File: src/rtl/uart_boot_loader.sv
// UART frame bootloader: assembles SYNC/LEN/ADDR/DATA/CSUM frames from the RX FIFO,
// writes the image to memory, answers ACK/NAK and holds the CPU in reset until loaded.
module uart_boot_loader #(
  parameter int          ADDR_W  = 32,
  parameter int          DATA_W  = 32,
  parameter int          LEN_W   = 16,
  parameter int          TIMEOUT = 100000,
  parameter logic [7:0]  SYNC    = 8'hA5,
  parameter logic [7:0]  ACK     = 8'h06,
  parameter logic [7:0]  NAK     = 8'h15
) (
  input  logic              clock,
  input  logic              rst_n,
  input  logic              boot_skip,
  input  logic              rx_valid,
  input  logic [7:0]        rx_data,
  output logic              rx_ready,
  output logic              tx_valid,
  output logic [7:0]        tx_data,
  input  logic              tx_ready,
  output logic              mem_wvalid,
  output logic [ADDR_W-1:0] mem_waddr,
  output logic [DATA_W-1:0] mem_wdata,
  input  logic              mem_wready,
  output logic              cpu_rst_n,
  output logic              boot_done,
  output logic              boot_err
);

  localparam int WB    = DATA_W / 8;
  localparam int LB    = LEN_W / 8;
  localparam int AB    = ADDR_W / 8;
  localparam int TMR_W = $clog2(TIMEOUT + 1);

  typedef enum logic [3:0] {START, IDLE, LEN, ADDR, DATA, WRITE, CSUM, RESP, DONE} state_t;

  state_t           state;
  logic [LEN_W-1:0] len_cnt;
  logic [7:0]       byte_cnt;
  logic [7:0]       csum;
  logic [TMR_W-1:0] timer;
  logic             resp_ok;
  logic             rx_fire;
  logic             last_byte;

  assign rx_fire = rx_valid & rx_ready;

  always_comb begin
    last_byte = 1'b0;
    case (state)
      LEN:     last_byte = (byte_cnt == 8'(LB - 1));
      ADDR:    last_byte = (byte_cnt == 8'(AB - 1));
      DATA:    last_byte = (byte_cnt == 8'(WB - 1));
      default: last_byte = 1'b0;
    endcase
  end

  // Every output is a register updated alongside the state transition that owns it,
  // so rx_ready already reflects the next state when a field completes.
  always_ff @(posedge clock or negedge rst_n) begin
    if (!rst_n) begin
      state      <= START;
      len_cnt    <= '0;
      byte_cnt   <= '0;
      csum       <= '0;
      timer      <= '0;
      resp_ok    <= 1'b0;
      rx_ready   <= 1'b0;
      tx_valid   <= 1'b0;
      tx_data    <= '0;
      mem_wvalid <= 1'b0;
      mem_waddr  <= '0;
      mem_wdata  <= '0;
      cpu_rst_n  <= 1'b0;
      boot_done  <= 1'b0;
      boot_err   <= 1'b0;
    end else begin
      case (state)
        START: begin
          if (boot_skip) begin
            state     <= DONE;
            cpu_rst_n <= 1'b1;
            boot_done <= 1'b1;
          end else begin
            state    <= IDLE;
            rx_ready <= 1'b1;
          end
        end

        IDLE: begin
          if (rx_fire && rx_data == SYNC) begin
            state    <= LEN;
            boot_err <= 1'b0;
            csum     <= '0;
            byte_cnt <= '0;
            timer    <= '0;
          end
        end

        LEN, ADDR, DATA, CSUM: begin
          if (rx_fire) begin
            timer    <= '0;
            byte_cnt <= byte_cnt + 8'd1;
            if (state != CSUM) csum <= csum + rx_data;
            case (state)
              LEN: begin
                len_cnt <= (len_cnt >> 8) | (LEN_W'(rx_data) << (LEN_W - 8));
                if (last_byte) begin
                  byte_cnt <= '0;
                  state    <= ADDR;
                end
              end
              ADDR: begin
                mem_waddr <= (mem_waddr >> 8) | (ADDR_W'(rx_data) << (ADDR_W - 8));
                if (last_byte) begin
                  byte_cnt <= '0;
                  state    <= (len_cnt != '0) ? DATA : CSUM;
                end
              end
              DATA: begin
                mem_wdata <= (mem_wdata >> 8) | (DATA_W'(rx_data) << (DATA_W - 8));
                if (last_byte) begin
                  byte_cnt   <= '0;
                  mem_wvalid <= 1'b1;
                  rx_ready   <= 1'b0;
                  state      <= WRITE;
                end
              end
              CSUM: begin
                resp_ok  <= (rx_data == csum);
                tx_data  <= (rx_data == csum) ? ACK : NAK;
                boot_err <= (rx_data != csum);
                tx_valid <= 1'b1;
                rx_ready <= 1'b0;
                state    <= RESP;
              end
              default: ;
            endcase
          end else if (timer == TMR_W'(TIMEOUT - 1)) begin
            resp_ok  <= 1'b0;
            tx_data  <= NAK;
            tx_valid <= 1'b1;
            boot_err <= 1'b1;
            rx_ready <= 1'b0;
            state    <= RESP;
          end else begin
            timer <= timer + 1'b1;
          end
        end

        WRITE: begin
          if (mem_wready) begin
            mem_wvalid <= 1'b0;
            mem_waddr  <= mem_waddr + ADDR_W'(WB);
            len_cnt    <= len_cnt - LEN_W'(1);
            rx_ready   <= 1'b1;
            state      <= (len_cnt == LEN_W'(1)) ? CSUM : DATA;
          end
        end

        RESP: begin
          if (tx_ready) begin
            tx_valid <= 1'b0;
            if (resp_ok) begin
              state     <= DONE;
              cpu_rst_n <= 1'b1;
              boot_done <= 1'b1;
            end else begin
              state    <= IDLE;
              rx_ready <= 1'b1;
            end
          end
        end

        DONE: ;

        default: begin
          state    <= IDLE;
          rx_ready <= 1'b1;
        end
      endcase
    end
  end

endmodule

File: config.mk
export PLATFORM = sky130hd
export DESIGN_NAME = uart_boot_loader
export DESIGN_NICKNAME = d
export VERILOG_FILES = /design/src/rtl/uart_boot_loader.sv
export SDC_FILE = /design/constraint.sdc
export NUM_CORES = 1
export LEC_CHECK = 0
export CAP_MARGIN = 5
export CORE_UTILIZATION = 35
export CTS_CLUSTER_DIAMETER = 50
export DETAILED_ROUTE_END_ITERATION = 8
export DONT_BUFFER_PORTS = 1
export GPL_ROUTABILITY_DRIVEN = 0
export MAX_ROUTING_LAYER = met4
export PLACE_DENSITY = 0.58
export SYNTH_ARGS = -nofsm -noshare
export SYNTH_HDL_FRONTEND = slang
export SYNTH_SLANG_ARGS = --single-unit
File: constraint.sdc
create_clock -name clock -period 2.35 [get_ports clock]
set_input_delay 0.235 -clock clock [delete_from_list [all_inputs] [get_ports clock]]
set_output_delay 0.235 -clock clock [all_outputs]
set_load 0.05 [all_outputs]
==> impl_metrics.env <==
export IMPL_root_buffer="clkbuf_16"
export IMPL_met1_usage_pct=24.8
export IMPL_cts_max_level=4
export IMPL_n_fill_cell=1909
export IMPL_outcome="finished, violations left"
export IMPL_dp_hpwl_mm=12.5
export IMPL_finalHoldViolations=125
export IMPL_grt_pass1_vias=5782
export IMPL_finalCritPeriodShare_pct=93.2
export IMPL_final_area_um2=8340
export IMPL_vias=5859
export IMPL_fin_cells=1082
export IMPL_fmax_mhz=457
export IMPL_met2_usage_pct=31.0
export IMPL_cts_buffers=17
export IMPL_async_reset_ff_share_pct=100
export IMPL_drt_iter0_drc=369
export IMPL_synth_warnings=0
export IMPL_clkTransAtPathRegs_ps=60
export IMPL_leakage_nw=3.54
export IMPL_multi_input_area_um2=3580
export IMPL_final_nets=832
export IMPL_start_kind="register"
export IMPL_ys_seq_area_share_pct=45.0
export IMPL_final_antenna_net_count=0
export IMPL_start_util_pct=35.7
export IMPL_ys_flop_type="dfrtp_1"
export IMPL_drive_gt1_share_pct=18.5
export IMPL_cts_sinks=125
export IMPL_antenna_cells=0
export IMPL_syn_area_um2=6950
export IMPL_grt_antenna_before_repair=0
export IMPL_rows=51
export IMPL_clk_latency_ps=430
export IMPL_die_h_um=143
export IMPL_design_core_area_um2=19500
export IMPL_totalWireLength_mm=18.4
export IMPL_critPathRequiredTime_ps=2660
export IMPL_vdd_drop_max_mv=0.796
export IMPL_whs_ps=-494
export IMPL_yosys_register_bits=125
export IMPL_via_per_inst=5.41
export IMPL_dieWidth_um=143
export IMPL_die_area_um2=20400
export IMPL_end_kind="register"
export IMPL_fin_setup_tns_ps=0
export IMPL_cts_buffer_depth=2
export IMPL_gr_total_overflow=0
export IMPL_ioPinCount=92
export IMPL_relSlewSlack_pct=38.1
export IMPL_grtUsageTotal_pct=19.8
export IMPL_arrival_ps=2500
export IMPL_max_cap_viol_count=0
export IMPL_drc=0
export IMPL_dp_cells=1041
export IMPL_violations="hold timing"
export IMPL_met3_usage_pct=6.04
export IMPL_fin_ws_ps=160
export IMPL_crit_type="reg -> reg"
export IMPL_wl_per_cell_um=17.0
export IMPL_dpl_cell_area_um2=7630
export IMPL_synth_edf_count=0
export IMPL_rsz0062_at_grt="no"
export IMPL_netlist_instances=756
export IMPL_final_setup_skew_ps=7.76
export IMPL_powerDensity_nw_per_um2=1570
export IMPL_ys_types=67
export IMPL_postCtsHoldBufs=9
export IMPL_area_delta_synth_final_pct=20.0
export IMPL_avgSynthCellArea_um2=9.19
export IMPL_busiest_layer="met2"
export IMPL_hp_class="in -> async"
export IMPL_grt_pass1_wl_mm=30.5
export IMPL_area_sequential_um2=3130
export IMPL_post_cts_buffers=0
export IMPL_crit_path_max_fanout=8
export IMPL_worst_pin_slew_ps=928
export IMPL_period_minus_slack_ps=2190
export IMPL_pre_cts_ws_ps=125
export IMPL_slew_violations=0
export IMPL_cts_tree="done"
export IMPL_grt_start_max_net_pins=126
export IMPL_io_buffers=0
export IMPL_finalSetupViolations=0
export IMPL_dr_pass1_iters=5
worst max-delay path, cell delays in order, from the launching register on:
cell and delay, ps:
dfrtp_1 400, or3b_2 470, or4_4 450, and2_4 180, o21bai_1 280, a22o_1 300
Yosys cell counts, drive strengths merged (3+ instances only):
cell	n	area, µm²
mux2	35	394
and2	6	40.0
a31oi	11	68.8
xor2	13	114
nor2	65	244
nand2	62	233
ha	13	163
nor3	22	120
a21oi	73	380
nand4	17	106
a22o	4	35.0
nor2b	6	37.5
clkbuf	35	131
mux2i	4	40.0
o221ai	3	26.3
dfrtp	125	3130
or3	7	43.8
o21a	3	22.5
or2	4	25.0
a211oi	4	30.0
nor4	8	71.3
buf	13	82.6
a22oi	6	45.0
or4	3	26.3
nand2b	9	56.3
o2bb2ai	5	43.8
and4	4	35.0
nor3b	6	45.0
xnor2	7	61.3
a21o	9	67.6
o21ai	61	305
o22ai	16	100
inv	18	67.6
nand3	33	165
a2bb2oi	4	35.0
o22a	4	35.0
and3	13	81.3
layout make-up:
type                    count  share of cell area, %
multi-input cells         568                   42.9
repair buffers             74                   7.53
clock inverters            11                   1.70
clock buffers              21                   5.52
well taps                 265                   3.98
inverters                  18                  0.810
flip-flops and latches    125                   37.6
power by group:
group / total (mW) / leakage, nW / switching [mW] / internal (mW)
combinational: 5.76 / 1.71 / 3.62 / 2.14
clock: 2.70 / 0.289 / 0.985 / 1.72
sequential: 4.64 / 1.54 / 1.70 / 2.95
total: 13.1 / 3.54 / 6.30 / 6.80
final timing paths:
| kind | start | to | slack [ps] | cells past startpoint |
|---|---|---|---|---|
| worst max register to register | state[3] | csum[5] | 160 | 5 |
| worst max-delay path | state[3] | csum[5] | 160 | 5 |
| max in group asynchronous | rst_n | mem_waddr[2] | 2680 | 0 |
| worst min register to register | csum[6] | csum[6] | 510 | 2 |
| worst min-delay path | rst_n | mem_wdata[6] | -490 | 0 |
| min in group clock | rx_data[4] | len_cnt[12] | 10 | 2 |
metal layers:
metal  wire length, µm  share of wire [%]
met1              8450                 46
met2              8670                 47
met3              1040                5.6
met4               251                1.4
met5                 0                  0
registers in the layout, summed over array words and instances (netlist names), 3 cells and up:
| signal | cells |
|---|---|
| state | 4 |
| csum | 8 |
| timer | 17 |
| len_cnt | 16 |
| mem_waddr | 32 |
| mem_wdata | 32 |
| byte_cnt | 8 |
| tx_data | 3 |
cells by family after synthesis:
logic type,count (synthesis),synth area share [%]
buffers and inverters,66,4.05
flip-flops,125,45.0
AND/OR/NAND/NOR,273,20.4
other,1,0.0540
AO/OA/AOI/OAI,218,19.1
adder cells (fa/ha/maj),14,2.63
XOR/XNOR,20,2.52
multiplexers,39,6.25
layout by cell type, fill, tap and decap left out, types with 7 or more instances in the layout:
cell,instances
nand2_1,62
xnor2_1,7
dfrtp_1,123
ha_1,13
dlygate4sd3_1,9
a21o_1,9
or3_1,7
a21oi_1,71
mux2_2,34
o21ai_0,59
o22ai_1,16
xor2_1,13
nand2b_1,9
buf_4,61
nand3_1,31
nand4_1,17
and3_1,13
a31oi_1,11
inv_1,18
nor2_1,64
nor3_1,20
clkbuf_16,17
per-stage QoR:
stage | utilization (%) | total power [mW]
detailed placement | 39.2 | 10.4
CTS | 42.8 | 13.2
floorplan | - | 8.65
finish | 42.8 | 13.1
global placement | 39.2 | 10.4
global route | 42.8 | 13.9
timing repair:
action | 4_1_cts | 5_1_grt
resized for setup | 0 | 2
endpoints found under the hold margin | 138 | 125
endpoints found under the setup margin | 0 | 3
Power figures use the tool's default switching activity.
